## config.mk

```make
export PLATFORM = sky130hd
export DESIGN_NAME = hs4_rx_sync_flat
export DESIGN_NICKNAME = d
export VERILOG_FILES = /design/src/rtl/hs4_rx_sync_pkg.sv /design/src/rtl/hs4_rx_sync_if.sv /design/src/rtl/hs4_rx_sync_sync_fifo.sv /design/src/rtl/hs4_rx_sync.sv /design/src/flat_wrapper.sv
export SDC_FILE = /design/constraint.sdc
export NUM_CORES = 1
export LEC_CHECK = 0
export CORE_MARGIN = 4
export CORE_UTILIZATION = 54
export CTS_BUF_LIST = sky130_fd_sc_hd__clkbuf_8
export CTS_CLUSTER_DIAMETER = 60
export DETAILED_ROUTE_END_ITERATION = 6
export PLACE_DENSITY = 0.83
export SYNTH_ARGS = -nofsm -noshare
export SYNTH_HDL_FRONTEND = slang
export SYNTH_SLANG_ARGS = --single-unit
```

## constraint.sdc

```tcl
create_clock -name clk -period 2.4 [get_ports clk]
set_input_delay 0.6 -clock clk [delete_from_list [all_inputs] [get_ports clk]]
set_output_delay 0.6 -clock clk [all_outputs]
set_load 0.02 [all_outputs]
```

## src/rtl/hs4_rx_sync_pkg.sv

```systemverilog
// Shared types for the 4-phase bundled-data receiver: FSM states and default word width.
package hs4_pkg;

  localparam int DATA_W_DEF = 3;
  localparam int STATE_W    = 2;

  typedef enum logic [STATE_W-1:0] {
    RECOVER = 2'd0,
    IDLE    = 2'd1,
    ACK_HI  = 2'd2,
    ACK_LO  = 2'd3
  } state_t;

endpackage

```

## src/rtl/hs4_rx_sync_if.sv

```systemverilog
// Bundle of the pipeline-side req/ack/data channel and the clocked valid/ready output.
interface hs4_rx_sync_if #(
  parameter int DATA_W     = hs4_pkg::DATA_W_DEF,
  parameter int FIFO_DEPTH = 4
);

  localparam int CNT_W = $clog2(FIFO_DEPTH) + 1;

  logic              req_in;
  logic [DATA_W-1:0] data_in;
  logic              ack_out;
  logic [DATA_W-1:0] dout;
  logic              dout_valid;
  logic              dout_ready;
  logic [CNT_W-1:0]  fifo_count;

  modport master (
    output req_in, data_in, dout_ready,
    input  ack_out, dout, dout_valid, fifo_count
  );

  modport slave (
    input  req_in, data_in, dout_ready,
    output ack_out, dout, dout_valid, fifo_count
  );

endinterface

```

## src/rtl/hs4_rx_sync_sync_fifo.sv

```systemverilog
// First-word-fall-through FIFO with occupancy count; the writer must never push when full.
module sync_fifo
  import hs4_pkg::*;
#(
  parameter int DATA_W = DATA_W_DEF,
  parameter int DEPTH  = 4
) (
  input  logic                       clk,
  input  logic                       rst_n,
  input  logic                       push,
  input  logic [DATA_W-1:0]          push_data,
  input  logic                       ready,
  output logic [DATA_W-1:0]          dout,
  output logic                       dout_valid,
  output logic [$clog2(DEPTH):0]     count
);

  localparam int PTR_W = $clog2(DEPTH);
  localparam int CNT_W = PTR_W + 1;

  logic [DATA_W-1:0] mem [DEPTH];
  logic [PTR_W-1:0]  wr_ptr;
  logic [PTR_W-1:0]  rd_ptr;
  logic [CNT_W-1:0]  count_q;
  logic              pop;

  assign dout_valid = (count_q != '0);
  assign pop        = dout_valid & ready;
  // Head is forced to zero while empty so the output is defined without resetting storage.
  assign dout       = dout_valid ? mem[rd_ptr] : '0;
  assign count      = count_q;

  always_ff @(posedge clk) begin
    if (push) mem[wr_ptr] <= push_data;
  end

  always_ff @(posedge clk or negedge rst_n) begin
    if (!rst_n) begin
      wr_ptr  <= '0;
      rd_ptr  <= '0;
      count_q <= '0;
    end else begin
      if (push) wr_ptr <= wr_ptr + PTR_W'(1);
      if (pop)  rd_ptr <= rd_ptr + PTR_W'(1);
      case ({push, pop})
        2'b10:   count_q <= count_q + CNT_W'(1);
        2'b01:   count_q <= count_q - CNT_W'(1);
        default: count_q <= count_q;
      endcase
    end
  end

endmodule

```

## src/rtl/hs4_rx_sync.sv

```systemverilog
// Clocked receiver for a 4-phase bundled-data channel; acks only words it can store.
module hs4_rx_sync
  import hs4_pkg::*;
#(
  parameter int DATA_W      = DATA_W_DEF,
  parameter int SYNC_STAGES = 2,
  parameter int FIFO_DEPTH  = 4
) (
  input  logic          clk,
  input  logic          rst_n,
  hs4_rx_sync_if.slave  bus
);

  localparam int CNT_W = $clog2(FIFO_DEPTH) + 1;

  logic [SYNC_STAGES-1:0] req_sync_p;
  logic                   req_s;
  state_t                 state;
  logic                   ack_q;
  logic                   push;
  logic [CNT_W-1:0]       count;

  // Synchronizer resets to 1 so a request held across reset is not taken as a new word.
  always_ff @(posedge clk or negedge rst_n) begin
    if (!rst_n) req_sync_p <= '1;
    else        req_sync_p <= {req_sync_p[SYNC_STAGES-2:0], bus.req_in};
  end

  assign req_s = req_sync_p[SYNC_STAGES-1];
  // data_in is bundled: stable from req rise until ack rise, so it is captured unsynchronized.
  assign push  = (state == IDLE) && req_s && (count < CNT_W'(FIFO_DEPTH));

  always_ff @(posedge clk or negedge rst_n) begin
    if (!rst_n) begin
      state <= RECOVER;
      ack_q <= 1'b0;
    end else begin
      case (state)
        RECOVER: begin
          ack_q <= 1'b0;
          if (!req_s) state <= IDLE;
        end
        IDLE: begin
          ack_q <= push;
          if (push) state <= ACK_HI;
        end
        ACK_HI: begin
          if (!req_s) begin
            state <= ACK_LO;
            ack_q <= 1'b0;
          end
        end
        ACK_LO: begin
          ack_q <= 1'b0;
          state <= IDLE;
        end
        default: begin
          ack_q <= 1'b0;
          state <= RECOVER;
        end
      endcase
    end
  end

  assign bus.ack_out    = ack_q;
  assign bus.fifo_count = count;

  sync_fifo #(
    .DATA_W (DATA_W),
    .DEPTH  (FIFO_DEPTH)
  ) u_fifo (
    .clk        (clk),
    .rst_n      (rst_n),
    .push       (push),
    .push_data  (bus.data_in),
    .ready      (bus.dout_ready),
    .dout       (bus.dout),
    .dout_valid (bus.dout_valid),
    .count      (count)
  );

endmodule

```

## src/flat_wrapper.sv

```systemverilog
// flat-port wrapper written by rule: the top's interface ports become plain ports
module hs4_rx_sync_flat import hs4_pkg::*;
#(
  parameter int DATA_W      = DATA_W_DEF,
  parameter int SYNC_STAGES = 2,
  parameter int FIFO_DEPTH  = 4
)
  (clk, rst_n, bus_req_in, bus_data_in, bus_dout_ready, bus_ack_out, bus_dout, bus_dout_valid, bus_fifo_count);
  hs4_rx_sync_if #(.DATA_W(DATA_W), .FIFO_DEPTH(FIFO_DEPTH)) bus_i ();
  input  logic clk;
  input  logic rst_n;
  input wire logic [$bits(bus_i.req_in)-1:0] bus_req_in;
  input wire logic [$bits(bus_i.data_in)-1:0] bus_data_in;
  input wire logic [$bits(bus_i.dout_ready)-1:0] bus_dout_ready;
  output wire logic [$bits(bus_i.ack_out)-1:0] bus_ack_out;
  output wire logic [$bits(bus_i.dout)-1:0] bus_dout;
  output wire logic [$bits(bus_i.dout_valid)-1:0] bus_dout_valid;
  output wire logic [$bits(bus_i.fifo_count)-1:0] bus_fifo_count;
  assign bus_i.req_in = bus_req_in;
  assign bus_i.data_in = bus_data_in;
  assign bus_i.dout_ready = bus_dout_ready;
  assign bus_ack_out = bus_i.ack_out;
  assign bus_dout = bus_i.dout;
  assign bus_dout_valid = bus_i.dout_valid;
  assign bus_fifo_count = bus_i.fifo_count;
  hs4_rx_sync #(.DATA_W(DATA_W), .SYNC_STAGES(SYNC_STAGES), .FIFO_DEPTH(FIFO_DEPTH)) u_core (.clk(clk), .rst_n(rst_n), .bus(bus_i));
endmodule
```

Word level (Yosys, flattened, before mapping)
Memory sizes are Yosys's and may differ from the RTL's.
Index checks and enable logic that the tools add are counted.
W data, S select, Z words.
{"block": "word_totals", "out_inout_bits": 8, "register_bits": 12, "inputBits": 7, "mem_count": 1, "ram_bits": 12, "wordCells": 38}
{"block": "classes", "bitwise_logic": 1, "add_sub_neg": 4, "n_eq_ne": 8, "n_reduce_logical": 7, "n_lt_le_gt_ge": 1, "n_mux": 10}
{"name": "u_core.u_fifo.mem", "depth": 4, "word_bits": 3, "read_ports": 1, "rd_clocked_by_memory_dff": 0, "write_ports": 1, "line": "hs4_rx_sync_sync_fifo.sv:21", "source": "logic [DATA_W-1:0] mem [DEPTH];"}
{"cell": "$pmux W2 S4", "count": 1}
{"cell": "$eq A2 B2 Y1 const B", "count": 3}
{"cell": "$mux W2", "count": 3}
{"cell": "$ne A2 B2 Y1 const B", "count": 3}
{"cell": "$pmux W3 S2", "count": 1}
{"cell": "$add A2 B1 Y2 const B", "count": 2}
{"cell": "$eq A2 B1 Y1 const B", "count": 2}
{"cell": "$add A3 B1 Y3 const B", "count": 1}
{"cell": "$lt A3 B3 Y1 const B", "count": 1}
{"cell": "$mux W1", "count": 3}
{"cell": "$mux W3", "count": 1}
{"cell": "$pmux W1 S3", "count": 1}
{"cell": "$reduce_and A3 Y1", "count": 1}
{"cell": "$reduce_bool A3 Y1", "count": 1}
{"cell": "$sub A3 B1 Y3 const B", "count": 1}
{"cell": "$logic_and A1 B1 Y1", "count": 2}
{"cell": "$logic_not A2 Y1", "count": 1}
{"cell": "$reduce_bool A2 Y1", "count": 1}
{"cell": "$reduce_or A2 Y1", "count": 1}
{"cell": "$and A1 B1 Y1", "count": 1}

Logic depth before layout (Yosys ltp)
{"block": "logic_depth", "word_depth": 5, "mapped_depth": 11, "ltp_nobuf": 11}

Cells and area by module
A second synthesis with hierarchy kept.
{"block": "hier_totals", "hier_cells": 77, "area_unflattened_um2": 1109.8}
{"mod": "sync_fifo", "area_each_um2": 858.3, "cells_each": 56, "n_inst": 1}
{"mod": "hs4_rx_sync", "area_each_um2": 251.5, "cells_each": 21, "n_inst": 1}

Worst setup path before layout
Ideal clock, no wire load.
{"block": "synth_timing", "path_kind": "reg2reg", "from": "register u_core.u_fifo.count_q[1], in the netlist u_core.u_fifo.count[1]", "to": "register u_core.u_fifo.count_q[2], in the netlist u_core.u_fifo.count[2]", "path_stages_with_launch": 10, "arrival_ps": 1928, "setup_ps": 136, "setup_slack_ps": 336, "required_time_ps": 2264, "path_buffers": 1, "path_cell_list": "dfrtp_1 -> or3_1 -> buf_2 -> and2_4 -> ha_1 -> inv_1 -> fa_1 -> xor2_1 -> nor2_1 -> xor2_1"}
{"block": "synth_between", "elab_chain_cells": 4, "word_cells_on_any_way": 10, "cone_classes": "add/sub: 2; order compare: 1; eq/ne: 2; mux: 1; bitwise: 1; reduce/logical: 3"}
{"item": "start: declaration", "line": "hs4_rx_sync_sync_fifo.sv:24", "source": "logic [CNT_W-1:0] count_q;"}
{"item": "start signal: assignment", "line": "hs4_rx_sync_sync_fifo.sv:46", "source": "2'b10: count_q <= count_q + CNT_W'(1);"}
{"item": "start signal: assignment", "line": "hs4_rx_sync_sync_fifo.sv:47", "source": "2'b01: count_q <= count_q - CNT_W'(1);"}
{"item": "start signal: assignment", "line": "hs4_rx_sync_sync_fifo.sv:48", "source": "default: count_q <= count_q;"}
{"item": "$reduce_bool A3 Y1 *", "line": "hs4_rx_sync_sync_fifo.sv:27", "source": "assign dout_valid = (count_q != '0);"}
{"item": "net bus_dout_valid", "line": "flat_wrapper.sv:17", "source": "output wire logic [$bits(bus_i.dout_valid)-1:0] bus_dout_valid;"}
{"item": "$and A1 B1 Y1 *", "line": "hs4_rx_sync_sync_fifo.sv:28", "source": "assign pop = dout_valid & ready;"}
{"item": "net u_core.u_fifo.pop", "line": "hs4_rx_sync_sync_fifo.sv:25", "source": "logic pop;"}
{"item": "$eq A2 B1 Y1 / $eq A2 B2 Y1 (equally long branches)", "line": "hs4_rx_sync_sync_fifo.sv:45", "source": "case ({push, pop})"}
{"item": "$pmux W3 S2 / $reduce_bool A2 Y1 (equally long branches)"}
Mark *: on every way through the listed nets, which the timed path passes. The rest lies on a longest branch.
A chain may end at the register's enable or synchronous reset.

Worst setup path in the final report
{"block": "layout_timing", "from": "register u_core.u_fifo.rd_ptr[0]", "to": "output port bus_dout[0]"}
{"block": "layout_between", "elab_chain_cells": 2}
{"item": "start: declaration", "line": "hs4_rx_sync_sync_fifo.sv:23", "source": "logic [PTR_W-1:0] rd_ptr;"}
{"item": "start signal: assignment", "line": "hs4_rx_sync_sync_fifo.sv:44", "source": "if (pop) rd_ptr <= rd_ptr + PTR_W'(1);"}
{"item": "$mem_v2 Z4 W3"}
{"item": "$mux W3", "line": "hs4_rx_sync_sync_fifo.sv:30", "source": "assign dout = dout_valid ? mem[rd_ptr] : '0;"}
{"item": "end: declaration", "line": "flat_wrapper.sv:16", "source": "output wire logic [$bits(bus_i.dout)-1:0] bus_dout;"}
Every way passes these cells.

==> results.toml <==
[logic_synthesis]
synth_area_leaders = "edfxtp_1 32%, dfrtp_1 23%, ha_1 9.0%, mux4_2 6.1%, dfstp_2 4.7%"
synth_cells = 79
ys_top_cells_by_count = "12 x edfxtp_1, 10 x dfrtp_1, 10 x inv_1"
async_flop_share_pct = 50.0
synth.most_common_cell = "edfxtp_1"
synth_ff_type = "edfxtp_1"
ys.warnings.count = 0
synth-seq-area-share_pct = 59.8
syn_area_per_cell_sq_um = 14.0
synth_edf_count = 12
ys_ff_latch = 24
synthesis.area_sq_um = 1110
yosys.area.top_type = "edfxtp_1"
synth.net_count = 95
ys_types = 26
netlist.area_leader.share_pct = 32.5

[layout]
fin_nets = 113
antenna_cells = 0
final_cells = 123
drive_gt1_share_pct = 14.6
syn2layout_area_growth_pct = 20.7

[drt]
via_per_inst = 5.15
vias = 633
avgRoutedWirePerCell_um = 15.0
dr.pass1.iters = 4
ant_nets = 0
drtIter0Drc = 12
drc = 0
wl_mm = 1.84

[place]
gp_congestion = 0.687
portBuffers = 14
place_hpwl_mm = 1.42
place_inst = 119

[setup_path]
criticalPathCategory = "reg -> out"
timing.critical_path.to_type = "output port"
arrival_ns = 1.73
regToRegEndpoint = "u_core.u_fifo.count[1]"
worstSetupStartpointType = "register"
reg2reg_slack_ns = 0.19
r2r-start = "u_core.state[1]"
path_max_fanout = 5
worstRegToRegCells = 9
worstPathRequired_ns = 1.80

[die]
start_util_pct = 56.6
ios = 15
coreArea_sq_um = 1960
num_rows = 16
die_area_sq_um = 2840
die_x_um = 53.3
die_h_um = 53.3

[global_route]
grt_pass1_vias = 636
grt_usage_pct = 15.9
grt_antenna_before_repair = 0
grt_overflow = 0
grt_pass1_wl_mm = 3.09
grt_max_degree = 14

[run_status]
outcome = "finished clean"

[min_path]
holdPathStages = 0
hold_class = "reg -> reg"
whs_endpoint = "u_core.req_sync_p[1]"
worstHoldStart = "u_core.req_sync_p[0]"

[sta]
rsz0062_at_grt = "no"
setup_viol = 0
slew_headroom_pct = 64.6
skew_ns = 0.00504
period_needed_ns = 2.33
worst_pin_slew_ns = 0.530
maxSlewViolCount = 0
fmax_mhz = 429
post-route-period-util_pct = 97.1
setup_tns_ns = 0
hold_viol_final = 0

[cts]
cts_buffer_depth = 2
cts-resized-gates = 4
cts_hold_buf = 0
cts_tree = "built"
htreeDepth = 1
insertion_delay_ns = 0.27
cts_num_sinks = 24
postCtsSetupBuffers = 0
path_clk_slew_ns = 0.08
clk_root_buffer_cell = "clkbuf_8"
numCtsBuffers = 3

[power]
power_frac_comb_pct = 45.6
switching_power_mw = 0.614
intPower_mw = 1.05
powerDensity_nw_per_um2 = 1240
p_clk_share_pct = 16.3
netSwitchingFraction_pct = 36.8
vdd_drop_max_v = 0.000740
p_leak_nw = 0.566
seq_power_share_pct = 38.1

[flow_run]
cap_violations = 0
power groups by stage:
stage | registers (mW) | clock network [mW] | logic (mW)
after CTS | 0.637 | 0.274 | 0.743
after global placement | 0.637 | 0 | 0.719
after detailed placement | 0.644 | 0 | 0.761
after global routing | 0.656 | 0.295 | 0.832
final | 0.635 | 0.272 | 0.761
after floorplan | 0.657 | 0 | 0.474
worst max-delay path, cell delays in order, from the launching register on:
cell and delay (ns):
dfrtp_2 0.45, mux4_2 0.52, and2_1 0.17, dlygate4sd2_1 0.32
kinds of logic (layout without fill, tap and decap cells):
group / after synthesis / after routing / synth area share (%)
flip-flops: 24 / 24 / 59.8
buffers and inverters: 12 / 29 / 4.28
AND/OR/NAND/NOR: 17 / 17 / 9.24
XOR/XNOR: 6 / 6 / 4.74
AO/OA/AOI/OAI: 6 / 6 / 3.04
multiplexers: 5 / 5 / 8.12
adder cells (fa/ha/maj): 9 / 9 / 10.8
per-stage QoR:
step	worst slack, ns	area [sq um]	util [%]	total power, mW	hold WS [ns]
after floorplan	0.336	1110	-	1.13	0.304
after global placement	0.0730	1280	65.3	1.36	0.346
after detailed placement	0.0436	1280	65.3	1.41	0.348
after CTS	0.0550	1330	68.0	1.65	0.360
after global routing	0.0106	1340	68.3	1.78	0.368
final	0.0693	1340	68.3	1.67	0.359
worst max-delay path by stage:
stage	from	end	slack [ns]	depth (start not counted)
final	u_core.u_fifo.rd_ptr[0]	bus_dout[0]	0.07	3
after global routing	u_core.u_fifo.rd_ptr[0]	bus_dout[0]	0.01	3
after CTS	u_core.u_fifo.rd_ptr[0]	bus_dout[0]	0.06	3
after detailed placement	bus_dout_ready	u_core.u_fifo.count[2]	0.04	8
after global placement	bus_dout_ready	u_core.u_fifo.count[2]	0.07	8
after floorplan	u_core.u_fifo.count[1]	u_core.u_fifo.count[2]	0.34	9
metal layers:
metal	GRT usage (%)	up-vias	wire length, um
met4	10.2	0	48
li1	-	306	-
met3	1.69	5	56
met5	0	-	0
met2	27.3	10	1010
met1	18.5	312	725
flip-flops by register name, indices dropped and copies added (netlist names):
| register | count |
|---|---|
| u_core.req_sync_p | 2 |
| u_core.state | 2 |
| u_core.u_fifo.rd_ptr | 2 |
| u_core.u_fifo.count | 3 |
| u_core.u_fifo.mem | 12 |
| u_core.u_fifo.wr_ptr | 2 |
| u_core.bus.ack_out | 1 |
area by class of cell:
type | instances | area, sq um
clock buffer | 4 | 55.1
tap | 27 | 33.8
multi-input combinational | 43 | 405
timing repair buffer | 15 | 144
sequential | 24 | 664
fill | 153 | 622
inverter | 10 | 37.5
cell usage in the layout, fill, tap and decap left out, types with 4 or more instances in the layout:
master	instances
and3_1	4
clkbuf_8	4
clkdlybuf4s50_1	11
dfrtp_1	9
edfxtp_1	12
ha_1	8
inv_1	10
No activity file was read; power rests on OpenSTA's default activity.
